$ cat src/rtl/wb_bridge_32to16.sv
// Wishbone width bridge: each 32-bit master request becomes up to two 16-bit
// downstream cycles (low half, then high half), with abort and a per-half watchdog.
module wb_bridge_32to16 #(
  parameter int AW      = 8,
  parameter int TIMEOUT = 15
) (
  input  logic          clk_i,
  input  logic          reset_i,
  input  logic          s_cyc_i,
  input  logic          s_stb_i,
  input  logic          s_we_i,
  input  logic [3:0]    s_sel_i,
  input  logic [AW-3:0] s_adr_i,
  input  logic [31:0]   s_dat_i,
  output logic [31:0]   s_dat_o,
  output logic          s_ack_o,
  output logic          s_err_o,
  output logic          m_cyc_o,
  output logic          m_stb_o,
  output logic          m_we_o,
  output logic [1:0]    m_sel_o,
  output logic [AW-2:0] m_adr_o,
  output logic [15:0]   m_dat_o,
  input  logic [15:0]   m_dat_i,
  input  logic          m_ack_i
);

  localparam int CW = (TIMEOUT < 2) ? 1 : $clog2(TIMEOUT + 1);
  localparam logic [CW-1:0] TO_LAST = CW'((TIMEOUT > 0) ? TIMEOUT - 1 : 0);

  typedef enum logic [2:0] {IDLE, LO, HI, DONE, ERR} state_t;

  state_t        state, state_nxt;
  logic [AW-3:0] adr, adr_nxt;
  logic          we, we_nxt;
  logic [3:0]    sel, sel_nxt;
  logic [31:0]   dat, dat_nxt;
  logic [31:0]   rdata, rdata_nxt;
  logic [CW-1:0] cnt, cnt_nxt;

  logic          busy_nxt;
  logic          upper_nxt;
  logic [31:0]   s_dat_nxt;
  logic          s_ack_nxt;
  logic          s_err_nxt;
  logic          m_we_nxt;
  logic [1:0]    m_sel_nxt;
  logic [AW-2:0] m_adr_nxt;
  logic [15:0]   m_dat_nxt;

  // A request with no byte lanes enabled still completes, just without traffic.
  function automatic state_t first_state(input logic [3:0] sel_in);
    if (sel_in[1:0] != 2'b00)      return LO;
    else if (sel_in[3:2] != 2'b00) return HI;
    else                           return DONE;
  endfunction

  always_comb begin
    state_nxt = state;
    adr_nxt   = adr;
    we_nxt    = we;
    sel_nxt   = sel;
    dat_nxt   = dat;
    rdata_nxt = rdata;
    cnt_nxt   = cnt;

    case (state)
      IDLE: begin
        if (s_cyc_i && s_stb_i) begin
          adr_nxt   = s_adr_i;
          we_nxt    = s_we_i;
          sel_nxt   = s_sel_i;
          dat_nxt   = s_dat_i;
          rdata_nxt = '0;
          cnt_nxt   = '0;
          state_nxt = first_state(s_sel_i);
        end
      end
      LO, HI: begin
        // Master abort takes priority over a same-cycle ack or timeout.
        if (!s_cyc_i) begin
          state_nxt = IDLE;
        end else if (m_ack_i) begin
          cnt_nxt = '0;
          if (state == LO) begin
            if (!we) rdata_nxt[15:0] = m_dat_i;
            state_nxt = (sel[3:2] != 2'b00) ? HI : DONE;
          end else begin
            if (!we) rdata_nxt[31:16] = m_dat_i;
            state_nxt = DONE;
          end
        end else if ((TIMEOUT != 0) && (cnt == TO_LAST)) begin
          state_nxt = ERR;
        end else begin
          cnt_nxt = cnt + CW'(1);
        end
      end
      default: state_nxt = IDLE;
    endcase

    // Outputs are decoded from the next state so every port is a flop.
    busy_nxt  = (state_nxt == LO) || (state_nxt == HI);
    upper_nxt = (state_nxt == HI);
    m_we_nxt  = busy_nxt && we_nxt;
    m_adr_nxt = busy_nxt ? {adr_nxt, upper_nxt} : '0;
    m_sel_nxt = '0;
    m_dat_nxt = '0;
    if (busy_nxt) begin
      m_sel_nxt = upper_nxt ? sel_nxt[3:2] : sel_nxt[1:0];
      m_dat_nxt = upper_nxt ? dat_nxt[31:16] : dat_nxt[15:0];
    end
    s_ack_nxt = (state_nxt == DONE);
    s_err_nxt = (state_nxt == ERR);
    s_dat_nxt = s_dat_o;
    if ((state_nxt == DONE) && !we_nxt) s_dat_nxt = rdata_nxt;
  end

  always_ff @(posedge clk_i) begin
    if (reset_i) begin
      state   <= IDLE;
      cnt     <= '0;
      s_dat_o <= '0;
      s_ack_o <= 1'b0;
      s_err_o <= 1'b0;
      m_cyc_o <= 1'b0;
      m_stb_o <= 1'b0;
      m_we_o  <= 1'b0;
      m_sel_o <= '0;
      m_adr_o <= '0;
      m_dat_o <= '0;
    end else begin
      state   <= state_nxt;
      cnt     <= cnt_nxt;
      s_dat_o <= s_dat_nxt;
      s_ack_o <= s_ack_nxt;
      s_err_o <= s_err_nxt;
      m_cyc_o <= busy_nxt;
      m_stb_o <= busy_nxt;
      m_we_o  <= m_we_nxt;
      m_sel_o <= m_sel_nxt;
      m_adr_o <= m_adr_nxt;
      m_dat_o <= m_dat_nxt;
    end
  end

  // Request capture and read assembly; always reloaded before use.
  always_ff @(posedge clk_i) begin
    adr   <= adr_nxt;
    we    <= we_nxt;
    sel   <= sel_nxt;
    dat   <= dat_nxt;
    rdata <= rdata_nxt;
  end

endmodule

$ cat config.mk
export PLATFORM = sky130hd
export DESIGN_NAME = wb_bridge_32to16
export DESIGN_NICKNAME = d
export VERILOG_FILES = /design/src/rtl/wb_bridge_32to16.sv
export SDC_FILE = /design/constraint.sdc
export NUM_CORES = 1
export LEC_CHECK = 0
export ABC_AREA = 1
export CORE_MARGIN = 2
export CORE_UTILIZATION = 25
export DETAILED_ROUTE_END_ITERATION = 10
export DONT_BUFFER_PORTS = 1
export PLACE_DENSITY = 0.39
export SLEW_MARGIN = 20
export SYNTH_ARGS = -nofsm -noshare
export SYNTH_HDL_FRONTEND = slang
export SYNTH_SLANG_ARGS = --single-unit
$ cat constraint.sdc
create_clock -name clk_i -period 4.15 [get_ports clk_i]
set_input_delay 0.6225 -clock clk_i [delete_from_list [all_inputs] [get_ports clk_i]]
set_output_delay 0.6225 -clock clk_i [all_outputs]
set_load 0.05 [all_outputs]
* After elaboration in Yosys (flattened, before gate mapping)
Index checks and enable logic that the tools add are counted.
** Word-level totals
- Register bits :: 143
- Input port bits :: 64
- Output and inout bits :: 62
** Cells by class
- $add $sub $neg :: 1
- Eq/ne operators :: 10
- Mux-type cells :: 32
- Bitwise operators :: 1
- Reduce and logical (&&, ||, !) cells :: 13
** Operator list (number)
- 32-bit two-way mux :: 5
- 16-bit two-way mux :: 5
- 32-bit one-hot mux with 2 select lines :: 1
- 4-bit two-way mux :: 6
- 3-bit two-way mux :: 4
- 6-bit two-way mux :: 2
- 3-bit by 2-bit equality test with 1-bit output, second input constant :: 3
- 4-bit one-hot mux with 2 select lines :: 1
- 2-bit nonzero test :: 4
- 3-bit by 1-bit equality test with 1-bit output, second input constant :: 2
- 3-bit one-hot mux with 2 select lines :: 1
- 1-bit two-way mux :: 5
- 4-bit by 1-bit adder with 4-bit output, second input constant :: 1
- 4-bit equality test, second input constant :: 1
- 2-bit two-way mux :: 2
- 2-bit inequality test, second input constant :: 2
- 4-bit AND reduction :: 1
- 2-bit OR reduction :: 2
- 3-bit equality test, second input constant :: 1
- 1-bit logical AND :: 3
- 3-bit logical NOT :: 1
- 3-bit inequality test, second input constant :: 1
- 1-bit logical NOT :: 1
- 1-bit logical OR :: 1
- 1-bit NOT :: 1

* Logic depth before layout (Yosys ltp)
Gate-level depths: netlist of the first run.
- Word-level depth :: 10
- Gate-level depth with buffers :: 13
- Mapped depth without buffers :: 12

* Worst setup path before layout of the first run
No wires, ideal clock.
- Path kind :: input -> register
- Start point :: in s_cyc_i
- End point :: reg m_dat_o[14]
- Arrival :: 1.840 ns
- Data required time :: 4.033 ns
- Setup slack :: 2.193 ns
- Stages :: 12
- Buffers on the path :: 3
- Path through :: buf_4 nand2_1 inv_2 nand2_1 o21ai_1 nand2_1 nand2_1 buf_2 nand2_1 nand3_4 buf_2 nor2_1
** On the way
- Cells in the longest elaborated chain, start to end :: 7
- Elaborated cells between the ends (all ways) :: 12
- Those cells by class :: eq/ne (2); mux (6); bitwise (1); reduce/logical (3)
** RTL lines
- start, declared :: line 9 : input logic s_cyc_i,
- 1-bit logical AND :: line 69 : if (s_cyc_i && s_stb_i) begin
- 3-bit two-way mux :: line 69
- 3-bit one-hot mux with 2 select lines :: line 67 : case (state)
- 3-bit by 1-bit equality test with 1-bit output / 3-bit by 2-bit equality test with 1-bit output (equally long branches) :: line 102, 103
- 1-bit logical OR :: line 102 : busy_nxt = (state_nxt == LO) || (state_nxt == HI);
- 1-bit NOT (no line)
- 2-bit OR reduction (no line)
- end signal, assigned :: line 142 : m_dat_o <= m_dat_nxt;
- end, declared :: line 23 : output logic [15:0] m_dat_o,
Parallel ways exist; a longest one is shown, timed or not.
A chain may end at the register's enable or synchronous reset.

* Worst setup path after layout of the first run
- Start point :: reg state[1]
- End point :: reg m_dat_o[0]
** On the way
- Cells in the longest elaborated chain, start to end :: 9
- Elaborated cells between the ends (all ways) :: 17
- Those cells by class :: eq/ne (4); mux (8); bitwise (1); reduce/logical (4)
** RTL lines
- start, declared :: line 33 : state_t state, state_nxt;
- start signal, assigned :: line 132 : state <= state_nxt;
- 3-bit by 1-bit equality test with 1-bit output :: line 67, 85
- 1-bit two-way mux :: line 85 : if (state == LO) begin
- 3-bit two-way mux :: line 83 : end else if (m_ack_i) begin
- 3-bit two-way mux :: line 81 : if (!s_cyc_i) begin
- 3-bit one-hot mux with 2 select lines :: line 67
- 3-bit by 1-bit equality test with 1-bit output / 3-bit by 2-bit equality test with 1-bit output (equally long branches) :: line 102, 103
- 1-bit logical OR :: line 102
- 1-bit NOT (no line)
- 2-bit OR reduction (no line)
Parallel ways exist; a longest one is shown, timed or not.

==> impl_metrics.yaml, run 1 <==
final_layout:
  stdcell_count: 1102
  diodes: 0
  syn2layout_area_growth_pct: 14.76
  finalInstanceArea_mm2: 0.006556
  nets: 870
  drive_gt1_share_pct: 6.854
sta:
  period_minus_slack_ps: 2739
  rsz0062_at_grt: "false"
  skew_ps: 9.034
  tns_ps: 0
  finalCritPeriodShare_pct: 66.00
  hold_viol: 0
  layout_setup_ws_ps: 1411
  worst_slew_pin_slew_ps: 931.0
  relSlewSlack_pct: 37.85
  setup_viol: 0
  slew_violations: 0
  fmax_mhz: 365.1
cts:
  clkTransAtPathRegs_ps: 60
  cts_buffers: 17
  clk_latency_ps: 430
  cts_hold_buf: 0
  cts_tree: "done"
  cts_max_level: 4
  cts_buffer_depth: 2
  clockRootBuffer: "clkbuf_16"
  clock_sinks: 143
  cts_setup_buffers: 0
  post_cts_resize_count: 0
setup_path:
  worstPathRequired_ps: 4500
  critical_path_arrival_ps: 3090
  rrSetupSlack_ps: 1410
  r2r_end: "m_dat_o[0]"
  cp-end-kind: "flop"
  crit_fanout: 37
  start_kind: "flop"
  crit_type: "flop to flop"
  rr_startpoint: "state[1]"
  r2r_cells: 10
synth:
  synth-edff-count: 0
  synth_ff_type: "dfxtp_1"
  synth.most_common_cell: "nand2_1"
  synth_top_cells_by_area: "dfxtp_1 50%, nand2_1 20%, nor2_1 7.8%"
  yosysTopAreaCell: "dfxtp_1"
  synth_area_mm2: 0.005713
  yosys_warnings: 0
  synthCells: 820
  synthArstFlopShare_pct: 0
  syn-num-nets: 886
  post_synth_num_cell_types: 28
  synth_commonest_cells: "311 x nand2_1, 143 x dfxtp_1, 119 x nor2_1"
  synth_top_area_share_pct: 50.11
  synth-seq-cells: 143
  avgSynthCellArea_um2: 6.967
  synth_seq_area_share_pct: 50.11
global_routing:
  track_usage_pct: 12.99
  grt_pass1_wl_um: 24160
  grt_max_degree: 43
  antenna_found_initial: 0
  grt_pass1_vias: 4431
  grt_remaining_overflow: 0
die:
  fp.dieW_um: 155.2
  die-area_mm2: 0.02408
  fp.dieH_um: 155.2
  core-area_mm2: 0.02250
  num_io_pins: 126
  core.rowCount: 55
  initial_core_util_pct: 25.39
routing:
  via_count: 4553
  wire_per_inst_um: 13.93
  routed_wl_um: 15350
  via_per_inst: 4.132
  wl_met2_um: 6967
  wl_met3_um: 1193
  dr.pass1.iters: 5
  drc_errors: 0
  highest_layer: "met4"
  wl_met1_um: 6988
  drt_iter0_markers: 220
  drtAntennaViolNets: 0
hold_path:
  whs_path_depth: 1
  hp-class: "primary input to flop"
  min_to: "cnt[1]"
  hp-start: "reset_i"
power:
  p_sw_share_pct: 28.36
  irDropWorstVdd_mv: 0.1911
  pwr-share-clk_pct: 44.2
  p_leak_uw: 0.003084
  p_seq_share_pct: 45.3
  combinationalPowerShare_pct: 10.5
  powerDensity_mw_per_mm2: 558.4
  internal_power_uw: 2622
  p_switching_uw: 1038
placed_design:
  dpl_cell_area_mm2: 0.005931
  gp_congestion: 0.7456
  dp_hpwl_um: 10400
  placed_cells: 1070
  dp_slack_ps: 1342
  port_buffers: 0
outcome:
  status: "finished, final reports clean"
run:
  cap_violations: 0
-- final cells by class --
type | count | area, um^2
fillers | 2447 | 15950
flip-flops and latches | 143 | 2863
multi-input cells | 546 | 2316
clock buffers | 21 | 470.5
well taps | 285 | 356.6
inverters | 90 | 337.8
clock inverters | 11 | 155.1
repair buffers | 6 | 57.56
-- power groups by stage --
stage	clock network, uW	logic (uW)	registers (uW)
4_1_cts	1670	394	1660
3_5_place_dp	0	392	1690
6_report	1620	384	1660
5_1_grt	1730	452	1670
2_1_floorplan	0	317	1670
3_3_place_gp	0	392	1690
-- through the flow --
step,power [uW],hold slack (ps),util [%]
final,3661,262.8,29.14
after global routing,3852,243.8,29.14
after CTS,3724,238.6,29.14
after detailed placement,2081,430.7,26.36
after global placement,2082,427.6,26.36
after floorplan,1986,416.1,-
-- state kept, by name, indices dropped and copies added, names as in the netlist --
register,count
m_sel_o,2
m_stb_o,1
cnt,4
we,1
adr,6
dat,32
m_adr_o,7
s_dat_o,32
sel,4
m_we_o,1
m_dat_o,16
s_ack_o,1
s_err_o,1
rdata,32
state,3
-- cell usage in the layout (no fill, tap or decap), types with 2 or more instances in the layout --
cell type,instances
inv_2,3
bufinv_16,3
inv_6,2
clkbuf_8,3
clkbuf_16,17
nor2_1,118
dfxtp_1,143
nor2_4,2
a2111oi_0,2
o21ai_1,5
nor3_1,2
a21oi_1,9
ha_1,2
nand2_2,3
o21ai_0,36
nand3_1,19
clkinvlp_4,4
inv_1,86
or2_2,7
nand2_1,311
clkinv_4,2
buf_4,5
nand4_1,23
-- per-layer routing --
layer	up-vias	GRT usage (%)
li1	2460	-
met1	1968	15.63
met2	112	21.12
met3	13	4.986
met4	0	4.849
met5	-	0
-- worst max-delay path, stage by stage, from the launching register on --
cell	delay (ps)
dfxtp_1	360
nor2_4	190
nand2_1	120
nand2_1	170
buf_4	380
inv_1	190
nand2_2	300
nand2_1	210
inv_1	200
nand3_4	320
nor2_1	220
-- cells by family after synthesis --
kind of cell,Yosys count,share of synthesized area (%)
AO/OA/AOI/OAI,53,4.818
buffers and inverters,131,9.483
AND/OR/NAND/NOR,490,35.00
adder cells (fa/ha/maj),2,0.4380
flip-flops,143,50.11
XOR/XNOR,1,0.1533
-- worst max-delay path by stage --
stage                     slack [ps]           to      from  cells past startpoint
after global placement          1290   m_dat_o[5]  state[1]                     10
after global routing            1090   m_dat_o[0]  state[1]                     10
after floorplan                 2190  m_dat_o[14]   s_cyc_i                     12
after CTS                       1340   m_dat_o[5]  state[1]                     10
after detailed placement        1340   m_dat_o[3]  state[1]                     10
final                           1410   m_dat_o[0]  state[1]                     10
Power figures use the tool's default switching activity.
==> run 2: changes to the inputs <==
Clock period 4.15 ns to 2.7 ns, I/O delays scaled along.
==> run 2 against run 1 <==
Utilization grew 0.056 points; hold slack got worse by 210 ps; non-clock buffer count increased by 3; design area increased by 0.19%; combinational power rose by 54%; count of clock-buffer cells in the layout decreased by 1; first-iteration DRC count rose by 0.45%; critical path depth is 1 lower; power grew 52%; register-to-register slack worse by 1000 ps; routed wire length is 0.16% higher; global-route usage increased by 0.11 points; critical path type unchanged; largest cell class unchanged; highest routed layer unchanged.
==> impl_metrics.yaml, run 2 (same netlist as run 1, synthesis figures left out) <==
cts:
  clk_latency_ps: 420
  clkTransAtPathRegs_ps: 60
  cts_setup_buffers: 0
  cts_tree: "done"
  cts_buffers: 17
  clock_sinks: 143
  cts_buffer_depth: 2
  cts_max_level: 4
  clockRootBuffer: "clkbuf_16"
  post_cts_resize_count: 0
  cts_hold_buf: 0
routing:
  via_per_inst: 4.181
  routed_wl_um: 15380
  highest_layer: "met4"
  drtAntennaViolNets: 0
  via_count: 4624
  drc_errors: 0
  wl_met1_um: 7060
  dr.pass1.iters: 6
  wl_met2_um: 6997
  wl_met3_um: 1100
  drt_iter0_markers: 221
  wire_per_inst_um: 13.90
hold_path:
  hp-class: "primary input to flop"
  hp-start: "reset_i"
placed_design:
  dp_slack_ps: 345.0
  dpl_cell_area_mm2: 0.005953
  dp_hpwl_um: 10490
  port_buffers: 0
  gp_congestion: 0.7284
  placed_cells: 1073
final_layout:
  reg_top3: "dat x32, rdata x32, s_dat_o x32"
  mostFrequentLayoutCells: "311 x nand2_1, 143 x dfxtp_1, 118 x nor2_1, 86 x inv_1, 36 x o21ai_0"
  stdcell_count: 1106
  seq_area_mm2: 0.002863
  drive_gt1_share_pct: 7.073
  multi_input_area_mm2: 0.002323
  nets: 873
  fill_cells: 2454
  mostFrequentLayoutCell: "nand2_1"
  finalInstanceArea_mm2: 0.006569
  syn2layout_area_growth_pct: 14.98
sta:
  rsz0062_at_grt: "false"
  slew_violations: 0
  period_minus_slack_ps: 2329
  finalHoldWorstSlack_ps: 52.50
  layout_setup_ws_ps: 370.8
  fmax_mhz: 429.3
  hold_viol: 0
  tns_ps: 0
  skew_ps: 6.644
  setup_viol: 0
  worst_slew_pin_slew_ps: 927.6
  relSlewSlack_pct: 38.07
  finalCritPeriodShare_pct: 86.27
global_routing:
  grt_pass1_wl_um: 24470
  track_usage_pct: 13.10
  grt_remaining_overflow: 0
  grt_max_degree: 65
  antenna_found_initial: 1
  grt_pass1_vias: 4517
die:
  initial_core_util_pct: 25.39
  die-area_mm2: 0.02408
  core.rowCount: 55
  fp.dieW_um: 155.2
  fp.dieH_um: 155.2
  core-area_mm2: 0.02250
  num_io_pins: 126
setup_path:
  cp-end-kind: "flop"
  crit_type: "flop to flop"
  critical_path_arrival_ps: 2670
  crit_fanout: 26
  crit_family: "simple AND/OR/NAND/NOR gates"
  worstPathRequired_ps: 3040
  start_kind: "flop"
  cp_cell_sequence: "nor2_4 > nand2_1 > nand2_1 > inv_1 > nand2_2 > nand2_1 > inv_1 > nand3_4 > nor2_1"
  cp_slowest_stage_delay_ps: 360
  crit_top_cell: "nand2_1"
  rrSetupSlack_ps: 370
  path_buf_inv: 2
  slowest_stage: "dfxtp_1"
  rr_startpoint: "state[1]"
  crit_start: "state[1]"
power:
  powerDensity_mw_per_mm2: 846.8
  p_leak_uw: 0.003087
  irDropWorstVdd_mv: 0.2732
outcome:
  status: "finished, final reports clean"
run:
  cap_violations: 0
## run 2: cell type report
| type | count | area share (%) |
|---|---|---|
| Clock inverter | 12 | 2.419 |
| Sequential cell | 143 | 43.58 |
| Clock buffer | 20 | 6.800 |
| Antenna cell | 1 | 0.03810 |
| Inverter | 90 | 5.143 |
| Tap cell | 285 | 5.429 |
| Timing Repair Buffer | 9 | 1.219 |
| Multi-Input combinational cell | 546 | 35.37 |
## run 2: worst paths after layout
path                end  cells past startpoint
max          m_sel_o[1]                      9
min             s_ack_o                      1
max reg2reg  m_sel_o[1]                      9
min reg2reg     dat[20]                      2
## run 2: power by group
group | internal (uW) | switching, uW | total, uW
clock network | 1480 | 938 | 2420
registers | 2320 | 233 | 2550
logic | 182 | 410 | 592
total | 3980 | 1580 | 5560
## run 2: layer usage
metal | GRT usage [%] | up-vias
li1 | - | 2474
met1 | 15.85 | 2023
met2 | 21.40 | 111
met3 | 5.042 | 16
met4 | 4.412 | 0
met5 | 0 | -
## run 2: through the flow
step | power, uW | util [%]
after floorplan | 3053 | -
final | 5562 | 29.19
after global routing | 5871 | 29.19
after global placement | 3200 | 26.46
after CTS | 5649 | 29.15
after detailed placement | 3198 | 26.46
==> run 3: changes to the inputs <==
Settings changed: CTS_BUF_LIST set to sky130_fd_sc_hd__clkbuf_8, CTS_CLUSTER_DIAMETER set to 30.
==> run 3 against run 2 <==
Critical path depth unchanged; count of clock-buffer cells in the layout down 2; first-iteration DRC count up 2.3%; clock power down 26%; sequential power about the same; design area down 2.6%; critical endpoint unchanged; largest power group unchanged; highest routed layer unchanged.
==> impl_metrics.yaml, run 3 (same netlist as run 1, synthesis figures left out) <==
outcome:
  status: "finished, final reports clean"
power:
  p_seq_share_pct: 51.6
  pwr-share-clk_pct: 36.3
  p_switching_uw: 1498
  irDropWorstVdd_mv: 0.2846
  powerDensity_mw_per_mm2: 770.9
  p_sw_share_pct: 30.37
  combinationalPowerShare_pct: 12.1
  internal_power_uw: 3434
  p_leak_uw: 0.003016
cts:
  clock_sinks: 143
  clk_latency_ps: 430
  clockRootBuffer: "clkbuf_8"
  clkTransAtPathRegs_ps: 80
  cts_max_level: 4
  cts_setup_buffers: 0
  cts_buffers: 17
  cts_tree: "done"
  cts_buffer_depth: 2
sta:
  worst_slew_pin_slew_ps: 927.5
  layout_setup_ws_ps: 365.0
  setup_viol: 0
  hold_viol: 0
  relSlewSlack_pct: 38.08
  slew_violations: 0
  fmax_mhz: 428.3
  finalCritPeriodShare_pct: 86.48
  finalHoldWorstSlack_ps: 50.15
  skew_ps: 11.67
  rsz0062_at_grt: "false"
  period_minus_slack_ps: 2335
  tns_ps: 0
final_layout:
  seq_area_mm2: 0.002863
  mostFrequentLayoutCell: "nand2_1"
  drive_gt1_share_pct: 7.056
  stdcell_count: 1108
  finalInstanceArea_mm2: 0.006397
  multi_input_area_mm2: 0.002323
  reg_top3: "dat x32, rdata x32, s_dat_o x32"
  syn2layout_area_growth_pct: 11.98
  fill_cells: 2473
  nets: 875
  mostFrequentLayoutCells: "311 x nand2_1, 143 x dfxtp_1, 118 x nor2_1, 88 x inv_1, 36 x o21ai_0"
placed_design:
  placed_cells: 1073
  dp_slack_ps: 345.0
  gp_congestion: 0.7284
  port_buffers: 0
  dp_hpwl_um: 10490
  dpl_cell_area_mm2: 0.005953
hold_path:
  hp-class: "primary input to flop"
  hp-start: "reset_i"
setup_path:
  cp-end-kind: "flop"
  crit_fanout: 26
  crit_start: "state[1]"
  critical_path_arrival_ps: 2690
  worstPathRequired_ps: 3060
  rr_startpoint: "state[1]"
  crit_type: "flop to flop"
  start_kind: "flop"
routing:
  wire_per_inst_um: 13.91
  drtAntennaViolNets: 0
  dr.pass1.iters: 6
  routed_wl_um: 15410
  via_per_inst: 4.130
  drc_errors: 0
  via_count: 4576
  drt_iter0_markers: 226
global_routing:
  track_usage_pct: 13.04
  antenna_found_initial: 1
  grt_pass1_vias: 4541
  grt_pass1_wl_um: 24480
  grt_max_degree: 65
  grt_remaining_overflow: 0
die:
  num_io_pins: 126
  fp.dieW_um: 155.2
  core.rowCount: 55
  fp.dieH_um: 155.2
  die-area_mm2: 0.02408
  initial_core_util_pct: 25.39
  core-area_mm2: 0.02250
run:
  cap_violations: 0
run 3: worst paths after layout:
| kind | endpoint | slack, ps | cells after the start |
|---|---|---|---|
| max | m_sel_o[1] | 360 | 9 |
| min | state[2] | 50 | 1 |
| max reg2reg | m_sel_o[1] | 360 | 9 |
| min reg2reg | dat[29] | 450 | 2 |
run 3: stage by stage:
step	util (%)	total power [uW]
finish	28.43	4932
global route	28.43	5248
CTS	28.34	5021
floorplan	-	3053
detailed placement	26.46	3198
global placement	26.46	3200
run 3: layout make-up:
class | count | area share (%)
Antenna cell | 1 | 0.03912
Clock buffer | 18 | 3.872
Clock inverter | 14 | 2.601
Inverter | 90 | 5.281
Multi-Input combinational cell | 546 | 36.32
Sequential cell | 143 | 44.75
Tap cell | 285 | 5.574
Timing Repair Buffer | 11 | 1.565
run 3: repair_timing:
item | in CTS | in global routing
hold buffers | 1 | 1
gates resized for setup | 0 | 1
hold endpoints to repair | 2 | 4
endpoints found under the setup margin | 0 | 1
run 3: power groups by stage:
stage	clock, uW	combinational (uW)	sequential, uW
after global placement	0	601	2600
after global routing	1970	705	2570
after floorplan	0	487	2570
final	1790	597	2550
after CTS	1870	605	2550
after detailed placement	0	600	2600
run 3: critical path, cell delays in order, from the launching register on:
cell and delay (ps):
dfxtp_1 370, nor2_4 180, nand2_1 100, nand2_1 270, inv_1 150, nand2_2 260, nand2_1 190, inv_1 180
nand3_4 320, nor2_1 230
run 3: metal layers:
layer / track usage [%] / vias to the layer above / routed length [um]
li1: - / 2470 / -
met1: 15.71 / 1994 / 7097
met2: 21.59 / 101 / 7101
met3: 5.125 / 11 / 1078
met4: 3.757 / 0 / 134
met5: 0 / - / 0
